## src/rtl/mul_seq_ctrl.sv

```systemverilog
// Iterative radix-2 shift-add multiply sequencer for mul/mult/multu.
// Operates on magnitudes, then negates the 2*WIDTH product when operand signs differ.
module mul_seq_ctrl #(
  parameter int WIDTH = 32,
  parameter int CNT_W = 6
) (
  input  logic             clk,
  input  logic             rst_n,
  input  logic             start,
  input  logic             signed_op,
  input  logic [WIDTH-1:0] a,
  input  logic [WIDTH-1:0] b,
  input  logic [4:0]       dest_in,
  input  logic             abort,
  output logic             busy,
  output logic             stall,
  output logic             done,
  output logic [WIDTH-1:0] result_lo,
  output logic [WIDTH-1:0] result_hi,
  output logic [4:0]       dest_out
);

  localparam int PW = 2 * WIDTH;
  localparam logic [WIDTH-1:0] ONE_W   = {{(WIDTH-1){1'b0}}, 1'b1};
  localparam logic [PW-1:0]    ONE_P   = {{(PW-1){1'b0}}, 1'b1};
  localparam logic [CNT_W-1:0] ONE_C   = {{(CNT_W-1){1'b0}}, 1'b1};
  localparam logic [CNT_W-1:0] LAST_IT = CNT_W'(WIDTH - 1);

  typedef enum logic [1:0] {
    ST_IDLE = 2'd0,
    ST_RUN  = 2'd1,
    ST_FIX  = 2'd2,
    ST_DONE = 2'd3
  } state_e;

  state_e            state_q, state_d;
  logic [CNT_W-1:0]  cnt_q, cnt_d;
  logic [PW-1:0]     mcand_q, mcand_d;
  logic [WIDTH-1:0]  mplier_q, mplier_d;
  logic [PW-1:0]     acc_q, acc_d;
  logic              neg_q, neg_d;
  logic [4:0]        tag_q, tag_d;
  logic [WIDTH-1:0]  res_lo_q, res_lo_d;
  logic [WIDTH-1:0]  res_hi_q, res_hi_d;
  logic [4:0]        dest_q, dest_d;
  logic              busy_q, busy_d;
  logic              done_q, done_d;
  logic              accept_s;
  logic [PW-1:0]     prod_s;

  function automatic logic [WIDTH-1:0] magnitude(input logic [WIDTH-1:0] v, input logic is_signed);
    logic [WIDTH-1:0] m;
    if (is_signed && v[WIDTH-1]) begin
      m = ~v + ONE_W;
    end else begin
      m = v;
    end
    return m;
  endfunction

  assign accept_s = start & ~abort & ((state_q == ST_IDLE) | (state_q == ST_DONE));
  assign stall    = busy_q | accept_s;
  assign busy     = busy_q;
  assign done     = done_q;
  assign result_lo = res_lo_q;
  assign result_hi = res_hi_q;
  assign dest_out  = dest_q;

  always_comb begin
    state_d  = state_q;
    cnt_d    = cnt_q;
    mcand_d  = mcand_q;
    mplier_d = mplier_q;
    acc_d    = acc_q;
    neg_d    = neg_q;
    tag_d    = tag_q;
    res_lo_d = res_lo_q;
    res_hi_d = res_hi_q;
    dest_d   = dest_q;
    prod_s   = neg_q ? (~acc_q + ONE_P) : acc_q;

    if (abort) begin
      state_d = ST_IDLE;
    end else begin
      case (state_q)
        ST_IDLE, ST_DONE: begin
          if (accept_s) begin
            mcand_d  = {{WIDTH{1'b0}}, magnitude(a, signed_op)};
            mplier_d = magnitude(b, signed_op);
            neg_d    = signed_op & (a[WIDTH-1] ^ b[WIDTH-1]);
            tag_d    = dest_in;
            acc_d    = '0;
            cnt_d    = '0;
            state_d  = ST_RUN;
          end else begin
            state_d  = ST_IDLE;
          end
        end
        ST_RUN: begin
          // multiplicand walks left and multiplier walks right, so bit 0 is always the current bit
          if (mplier_q[0]) begin
            acc_d = acc_q + mcand_q;
          end else begin
            acc_d = acc_q;
          end
          mcand_d  = mcand_q << 1;
          mplier_d = mplier_q >> 1;
          cnt_d    = cnt_q + ONE_C;
          if (cnt_q == LAST_IT) begin
            state_d = ST_FIX;
          end else begin
            state_d = ST_RUN;
          end
        end
        ST_FIX: begin
          res_lo_d = prod_s[WIDTH-1:0];
          res_hi_d = prod_s[PW-1:WIDTH];
          dest_d   = tag_q;
          state_d  = ST_DONE;
        end
        default: begin
          state_d = ST_IDLE;
        end
      endcase
    end

    busy_d = (state_d == ST_RUN) | (state_d == ST_FIX);
    done_d = (state_d == ST_DONE);
  end

  always_ff @(posedge clk) begin
    if (!rst_n) begin
      state_q  <= ST_IDLE;
      cnt_q    <= '0;
      mcand_q  <= '0;
      mplier_q <= '0;
      acc_q    <= '0;
      neg_q    <= 1'b0;
      tag_q    <= 5'd0;
      res_lo_q <= '0;
      res_hi_q <= '0;
      dest_q   <= 5'd0;
      busy_q   <= 1'b0;
      done_q   <= 1'b0;
    end else begin
      state_q  <= state_d;
      cnt_q    <= cnt_d;
      mcand_q  <= mcand_d;
      mplier_q <= mplier_d;
      acc_q    <= acc_d;
      neg_q    <= neg_d;
      tag_q    <= tag_d;
      res_lo_q <= res_lo_d;
      res_hi_q <= res_hi_d;
      dest_q   <= dest_d;
      busy_q   <= busy_d;
      done_q   <= done_d;
    end
  end

endmodule

```

## config.mk

```make
export PLATFORM = sky130hd
export DESIGN_NAME = mul_seq_ctrl
export DESIGN_NICKNAME = d
export VERILOG_FILES = /design/src/rtl/mul_seq_ctrl.sv
export SDC_FILE = /design/constraint.sdc
export NUM_CORES = 1
export LEC_CHECK = 0
export CORE_ASPECT_RATIO = 1.25
export CORE_UTILIZATION = 40
export DETAILED_ROUTE_END_ITERATION = 6
export PLACE_DENSITY = 0.66
export SETUP_SLACK_MARGIN = 0.05
export SKIP_CTS_REPAIR_TIMING = 1
export SLEW_MARGIN = 10
export SYNTH_ARGS = -nofsm -noshare
export SYNTH_HDL_FRONTEND = slang
export SYNTH_SLANG_ARGS = --single-unit
```

## constraint.sdc

```tcl
create_clock -name clk -period 5.3 [get_ports clk]
set_clock_uncertainty 0.15 [all_clocks]
set_input_delay 1.06 -clock clk [delete_from_list [all_inputs] [get_ports clk]]
set_output_delay 1.06 -clock clk [all_outputs]
set_load 0.03 [all_outputs]
```

======== Word level (Yosys, flattened, before mapping) ========
Index checks and enable logic that the tools add are counted.
cells by class
  bitwise gates (word level) .............. 11
  reduce and logical (&&, ||, !) cells .... 9
  $add $sub $neg .......................... 5
  magnitude comparators ................... 0
  multiply operators ...................... 0
  muxes and demuxes ....................... 16
  divide/modulo/power cells ............... 0
  shift-type cells ........................ 0
  equal/unequal tests ..................... 9
operator list
  operator                                       number
  two-way mux 64 bit                             4
  one-hot mux 64 bit (2 select lines)            2
  two-way mux 32 bit                             3
  adder 32 x 1 -> 32 bit, second input constant  2
  adder 64 x 1 -> 64 bit, second input constant  1
  adder 64 bit                                   1
  inverter 32 bit                                2
  inverter 64 bit                                1
  one-hot mux 32 bit (2 select lines)            1
  one-hot mux 6 bit (2 select lines)             1
  == test 2 bit, second input constant           4
  adder 6 x 1 -> 6 bit, second input constant    1
  == test 6 x 5 -> 1 bit, second input constant  1
  two-way mux 6 bit                              1
  one-hot mux 2 bit (3 select lines)             1
  AND reduction 3 bit                            2
  == test 2 x 1 -> 1 bit, second input constant  2
  two-way mux 2 bit                              2
  != test 2 bit, second input constant           2
  AND reduction 4 bit                            1
  bitwise AND 1 bit                              3
  OR 1 bit                                       3
  logical AND 1 bit                              2
  logical NOT 2 bit                              1
  other kinds (6)                                6
storage, ports and cells
  register bits ........................... 245
  ROM bits ................................ 0
  bits in latches ......................... 0
  output and inout port bits .............. 72
  memories kept ........................... 0
  memory bits (writable) .................. 0

======== Logic depth before layout (Yosys ltp) ========
Gate-level depths: netlist of the first run.
  word-level depth ........................ 8
  mapped depth ............................ 14

======== Worst setup path before layout of the first run ========
No wires, ideal clock.
  kind .................................... input port to flip-flop
  from .................................... in b[4]
  to ...................................... reg mplier_q[29]
  cell stages on the path ................. 11
  required time ........................... 5.025 ns
  slack ................................... 1.467 ns
  arrival time ............................ 3.558 ns
  cells stage by stage .................... nor4_1 -> and3_1 -> nand2_1 -> or4_1 -> nor3_1 -> nand2_1 -> o41ai_1 -> xor2_1 -> nand2_1 -> o211ai_1 -> a21boi_0
on the way
  word-level cells in the longest chain between the ends .. 5
ends and longest elaborated chain
  item                                 line  RTL
  start: declaration                   12    input logic [WIDTH-1:0] b,
  inverter 32 bit                      54    m = ~v + ONE_W;
  adder 32 x 1 -> 32 bit               54
  two-way mux 32 bit                   53    if (is_signed && v[WIDTH-1]) begin
  two-way mux 32 bit                   87    if (accept_s) begin
  one-hot mux 32 bit (2 select lines)  85    case (state_q)
  end signal: assignment               149   mplier_q <= mplier_d;
  end: declaration                     39    logic [WIDTH-1:0] mplier_q, mplier_d;
No other way between the ends. The select of a mux whose other input is x is not followed.
A chain may end at the register's enable or synchronous reset.

======== Worst setup path in the final report of the first run ========
  from .................................... reg acc_q[6]
  to ...................................... reg res_hi_q[17] (netlist: result_hi[17])
on the way
  word-level cells in the longest chain between the ends .. 3
ends and longest elaborated chain
  item                      line  RTL
  start: declaration        40    logic [PW-1:0] acc_q, acc_d;
  start signal: assignment  137   acc_q <= '0;
  start signal: assignment  150   acc_q <= acc_d;
  inverter 64 bit           80    prod_s = neg_q ? (~acc_q + ONE_P) : acc_q;
  adder 64 x 1 -> 64 bit    80
  two-way mux 64 bit        80
  end signal: assignment    154   res_hi_q <= res_hi_d;
  end: declaration          44    logic [WIDTH-1:0] res_hi_q, res_hi_d;
No other way between the ends.

==> impl_metrics.json, run 1 <==
{
  "synth_nets": 2182,
  "avgSynthCellArea_um2": 7.65,
  "crit_arrival_ns": 4.48,
  "dp_hpwl_um": 32200,
  "drt_wl_total_um": 43200,
  "insertion_delay_ns": 0.57,
  "synth_area_mm2": 0.0156,
  "gp_congestion": 0.930,
  "ff2ff_setup_slack_ns": 1.12,
  "htree_levels": 1,
  "ys_seq_area_frac": 0.315,
  "grt_pass1_vias": 13500,
  "drt-initial-drc-count": 940,
  "clock_sinks": 245,
  "muxShareOfSynthArea": 0,
  "holdPathEnd": "mplier_q[13]",
  "nets": 2250,
  "yosysTopAreaCell": "dfxtp_1",
  "top_layer": "met4",
  "slew-limit-headroom": 0.254,
  "yosys_register_bits": 245,
  "drive_gt1_frac": 0.0480,
  "via_per_inst": 5.50,
  "fin_crit_ns": 4.18,
  "hold_depth": 2,
  "final_hold_viol_count": 0,
  "finalSetupTns_ns": 0,
  "wire_per_inst_um": 16.5,
  "start_util": 0.408,
  "drv_cap": 0,
  "setup.worst_path.class": "register to register",
  "layout_worst_path_cycle_share": 0.790,
  "port_buffers": 145,
  "dieWidth_um": 179,
  "synth_enable_flop_cells": 0,
  "core_mm2": 0.0382,
  "synth-main-ff-cell": "dfxtp_1",
  "route.met3.wl_um": 1750,
  "vias": 14400,
  "die_area_mm2": 0.0398,
  "status": "finished clean",
  "synth-xor-area-share": 0.100,
  "yosysWarnings": 0,
  "crit_path_end_kind": "register",
  "synth-simple-area-share": 0.226,
  "synth_top_cell_area_share": 0.315,
  "io_pins": 146,
  "drv_slew": 0,
  "drt-met1-wl_um": 19800,
  "ys_types": 63,
  "nFillCells": 3774,
  "wl_met2_um": 20500,
  "worst_pin_slew_ns": 1.12,
  "powerDensity_mw_per_mm2": 238,
  "clkTransAtPathRegs_ns": 0.06,
  "setup_viol": 0,
  "reg2reg_from": "acc_q[6]",
  "hold_path.class": "register to register",
  "timing.fmax_ghz": 0.239,
  "cts.path.max_buffers": 3,
  "ys_async_sr_fraction": 0,
  "hp-start": "mplier_q[13]",
  "cts_tree": "built",
  "grt_start_max_net_pins": 120,
  "path_max_fanout": 10,
  "startpoint_type": "register",
  "drc": 0,
  "timing.hold.ws_ns": 0.310,
  "detail_route.first_pass.iterations": 5,
  "synthAdderAreaFrac": 0.0575,
  "antenna_found_initial": 0,
  "synth_compound_area_frac": 0.262,
  "peakVddDrop_mv": 0.222,
  "syn_inst": 2037,
  "critPathRequiredTime_ns": 5.60,
  "synthTopCellsByArea": "dfxtp_1 (31%), nand2_1 (10%), xor2_1 (6.1%)",
  "r2r_end": "result_hi[17]",
  "rows": 80,
  "cts_root_buffer": "clkbuf_16",
  "synth_top_family_by_area": "compound AO/OA/AOI/OAI gates",
  "ant_nets": 0,
  "rsz0062_at_grt": "false",
  "reg2reg_depth": 11,
  "cts_buffers": 29,
  "diodes": 0,
  "p_leak_nw": 7.42,
  "grt_pass1_wl_um": 70400,
  "grt_use_total": 0.217,
  "gr-total-overflow": 0,
  "area_growth_pct": 17.7,
  "dieHeight_um": 223
}
## stage by stage
step / util / power [W] / std cells / setup slack [ns] / instance area (um2)
after global routing: 0.480 / 0.00453 / 2619 / 0.858 / 18300
after detailed placement: 0.454 / 0.00233 / 2566 / 0.896 / 17400
after floorplan: - / 0.00218 / 2037 / 1.47 / 15600
after global placement: 0.454 / 0.00233 / 2566 / 0.966 / 17400
final: 0.480 / 0.00436 / 2619 / 1.12 / 18300
after CTS: 0.480 / 0.00441 / 2619 / 1.11 / 18300
## cells in the final DEF, fill, tap and decap left out, types with 12 or more instances in the layout
cell | synthesis | layout
nand2_1 | 416 | 415
dfxtp_1 | 245 | 244
o21ai_0 | 179 | 178
clkdlybuf4s50_1 | 0 | 144
a21oi_1 | 111 | 111
xor2_1 | 109 | 109
a21boi_0 | 106 | 106
xnor2_1 | 69 | 69
ha_1 | 70 | 69
nor2_1 | 65 | 64
nand3_1 | 60 | 60
and2_1 | 43 | 43
nor2b_1 | 42 | 41
o211a_1 | 35 | 35
a21o_1 | 35 | 35
inv_1 | 31 | 31
clkbuf_16 | 0 | 29
nand4_1 | 25 | 25
o31ai_1 | 25 | 25
a22oi_1 | 25 | 25
nor3_1 | 24 | 24
buf_4 | 0 | 20
o21bai_1 | 16 | 16
or3_1 | 16 | 16
nor4_1 | 14 | 14
o41ai_1 | 14 | 14
o211ai_1 | 13 | 13
or4_1 | 12 | 12
## layer usage
layer	up-vias	global-route usage
li1	7329	-
met1	6661	0.285
met2	344	0.367
met3	67	0.0226
met4	0	0.0705
met5	-	0
## cell type report
class | instances | area, um2 | area share
Clock buffer | 35 | 778 | 0.0424
Clock inverter | 18 | 205 | 0.0112
Inverter | 31 | 116 | 0.00634
Multi-Input combinational cell | 1633 | 10100 | 0.551
Sequential cell | 245 | 4910 | 0.267
Tap cell | 492 | 616 | 0.0336
Timing Repair Buffer | 165 | 1610 | 0.0879
## cell families (layout without fill, tap and decap cells)
| logic type | after synthesis | count (layout) |
|---|---|---|
| AND/OR/NAND/NOR | 763 | 763 |
| buffers and inverters | 159 | 249 |
| AO/OA/AOI/OAI | 621 | 621 |
| XOR/XNOR | 178 | 178 |
| adder cells (fa/ha/maj) | 71 | 71 |
| flip-flops | 245 | 245 |
## Yosys cell counts (3+ instances only)
library cell and instances:
nand2_1 416, dfxtp_1 245, o21ai_0 179, clkbuf_1 117, a21oi_1 111, xor2_1 109, a21boi_0 106, ha_1 70
xnor2_1 69, nor2_1 65, nand3_1 60, and2_1 43, nor2b_1 42, a21o_1 35, o211a_1 35, inv_1 31
a22oi_1 25, nand4_1 25, o31ai_1 25, nor3_1 24, o21bai_1 16, or3_1 16, nor4_1 14, o41ai_1 14
o211ai_1 13, nand2b_1 12, or4_1 12, a31oi_1 10, o21a_1 9, or2_2 9, a211oi_1 8, and3_1 8
buf_1 8, a32oi_1 4, o21ai_1 4, a211o_1 3, a221oi_1 3, o31a_1 3, o41ai_2 3, or3_4 3
## where the power goes
part           switching [W]  total [W]  leakage, nW  internal [W]
Clock               0.000830    0.00207        0.483       0.00124
Sequential         0.0000284    0.00190         1.98       0.00188
Combinational       0.000224   0.000387         4.95      0.000163
## state kept, by name, summed over array words and instances (netlist names)
signal,count
tag_q,5
state_q,2
neg_q,1
mcand_q,64
done,1
cnt_q,6
busy,1
mplier_q,32
result_hi,32
dest_out,5
acc_q,64
result_lo,32
## worst max-delay path, stage by stage, from the launching register on
cell and delay [ns]:
dfxtp_1 0.36, or4_1 0.59, nor3_2 0.15, nand3_1 0.21, or3_4 0.43, or3_4 0.36
or4_4 0.48, or3_1 0.51, o41ai_2 0.36, xor2_1 0.19, o21ai_1 0.07, and2_1 0.19
## worst max path at each step
stage / from / cells past startpoint / endpoint
final: acc_q[6] / 11 / result_hi[17]
after CTS: acc_q[6] / 11 / result_hi[17]
after detailed placement: b[2] / 13 / mplier_q[29]
after global routing: acc_q[6] / 11 / result_hi[17]
after global placement: b[4] / 13 / mplier_q[29]
after floorplan: b[4] / 11 / mplier_q[29]
No activity file was read; power rests on OpenSTA's default activity.
==> run 2: changes to the inputs <==
clock period = 3.9 ns   (was 5.3 ns; I/O delays follow)
==> run 2 against run 1 <==
Clock power up 45%. Flip-flop and latch count unchanged. Critical path depth unchanged. Worst hold slack better by 0.0019 ns. Critical path type unchanged. Largest cell class unchanged. Largest power group unchanged. Highest routed layer unchanged.
==> impl_metrics.json, run 2 (synthesis results as in run 1) <==
{
  "peakVddDrop_mv": 0.315,
  "antenna_found_initial": 0,
  "worst-path-buf-inv": 1,
  "diodes": 0,
  "worst_pin_slew_ns": 1.02,
  "final_hold_viol_count": 0,
  "start_util": 0.408,
  "reg2reg_depth": 11,
  "dieWidth_um": 179,
  "port_buffers": 145,
  "ant_nets": 0,
  "p_leak_nw": 7.80,
  "cts.path.max_buffers": 3,
  "grt-busiest-layer": "met2",
  "via_per_inst": 5.51,
  "insertion_delay_ns": 0.56,
  "area_growth_pct": 22.2,
  "top_regs": "acc_q: 64 flops, mcand_q: 64 flops",
  "dieHeight_um": 223,
  "path_max_fanout": 5,
  "hold_depth": 2,
  "cpMaxStageDelayCell": "or4_4",
  "dp_hpwl_um": 33300,
  "grt_use_total": 0.222,
  "hp-start": "mplier_q[6]",
  "rsz0062_at_grt": "true",
  "drc": 0,
  "slew-limit-headroom": 0.322,
  "timing.fmax_ghz": 0.257,
  "cts_root_buffer": "clkbuf_16",
  "grt_pass1_wl_um": 72200,
  "use_met2": 0.378,
  "final_common_cell": "nand2_1",
  "gr-total-overflow": 0,
  "drt-initial-drc-count": 878,
  "rows": 80,
  "setup_viol": 0,
  "wire_per_inst_um": 16.5,
  "place_area_mm2": 0.0178,
  "hold_path.class": "register to register",
  "detail_route.first_pass.iterations": 5,
  "r2r_end": "result_hi[19]",
  "met1_usage": 0.280,
  "grt_start_max_net_pins": 166,
  "powerDensity_mw_per_mm2": 322,
  "grt_pass1_vias": 14100,
  "gp_congestion": 0.929,
  "crit_path_max_incr_delay_ns": 0.52,
  "clkTransAtPathRegs_ns": 0.06,
  "core_mm2": 0.0382,
  "final_util": 0.498,
  "io_pins": 146,
  "crit_arrival_ns": 4.19,
  "clock_sinks": 245,
  "holdPathEnd": "mplier_q[6]",
  "setup.worst_path.class": "register to register",
  "cts_buffers": 28,
  "ff2ff_setup_slack_ns": 0.007,
  "drv_cap": 0,
  "crit_chain": "or4_4, or3_4, or3_4, or3_4, or4_4, or3_4, clkbuf_16, o31ai_4, xor2_1, o21ai_0, and2_1",
  "drv_slew": 0,
  "critPathMostFrequentCell": "or3_4",
  "htree_levels": 1,
  "nFillCells": 3717,
  "reg2reg_from": "acc_q[12]",
  "crit_path_end_kind": "register",
  "vias": 14800,
  "cts_tree": "built",
  "drive_gt1_frac": 0.0809,
  "fin_area_mm2": 0.0190,
  "status": "finished clean",
  "startpoint_type": "register",
  "nets": 2312,
  "fin_crit_ns": 3.89,
  "layout_common_cells": "nand2_1 (415), dfxtp_1 (243), o21ai_0 (177)",
  "finalSetupTns_ns": 0,
  "die_area_mm2": 0.0398,
  "critPathTopFamily": "simple AND/OR/NAND/NOR gates",
  "use_met3": 0.0310,
  "critPathRequiredTime_ns": 4.20,
  "drt_wl_total_um": 44300,
  "layout_worst_path_cycle_share": 0.998
}
run 2: worst max-delay path by stage:
stage                     startpoint             to  cells after the start
after floorplan            acc_q[12]  result_hi[23]                     11
after global placement          b[5]   mplier_q[29]                     12
after detailed placement        b[4]   mplier_q[29]                     12
after CTS                  acc_q[12]  result_hi[17]                     11
after global routing       acc_q[12]  result_hi[31]                     11
final                      acc_q[12]  result_hi[19]                     11
run 2: stage by stage:
step / total power, W / cells / setup WS [ns] / hold WS [ns]
4_1_cts: 0.00619 / 2679 / -0.00846 / 0.313
5_1_grt: 0.00637 / 2681 / -0.0719 / 0.330
3_5_place_dp: 0.00317 / 2627 / -0.0172 / 0.305
3_3_place_gp: 0.00316 / 2627 / 0.0201 / 0.299
6_report: 0.00613 / 2681 / 0.00681 / 0.312
2_1_floorplan: 0.00296 / 2037 / 0.0699 / 0.291
run 2: tightest hold or removal path: stages, from the launching register on:
cell      delay [ns]
dfxtp_1         0.31
nand2_1         0.05
a21boi_0        0.06
run 2: area by class of cell:
class,instances,area (um2),share of cell area
flip-flops and latches,245,4910,0.258
well taps,492,616,0.0323
clock inverters,12,218,0.0114
multi-input cells,1633,10200,0.536
clock buffers,40,847,0.0445
repair buffers,228,2130,0.112
inverters,31,116,0.00611
run 2: layer usage:
layer	up-vias	routed length, um
li1	7450	-
met4	0	1540
met1	6870	19600
met5	-	0
met3	84	2140
met2	365	21100
run 2: power breakdown:
part	internal, W	switching (W)
combinational	0.000231	0.000306
sequential	0.00255	0.0000346
clock	0.00190	0.00110
total	0.00468	0.00145
==> run 3: changes to the inputs <==
CAP_MARGIN = 20   (was unset)
==> results of run 3 <==
Same layout as run 2: the final DEF is identical, and so are final timing and power.
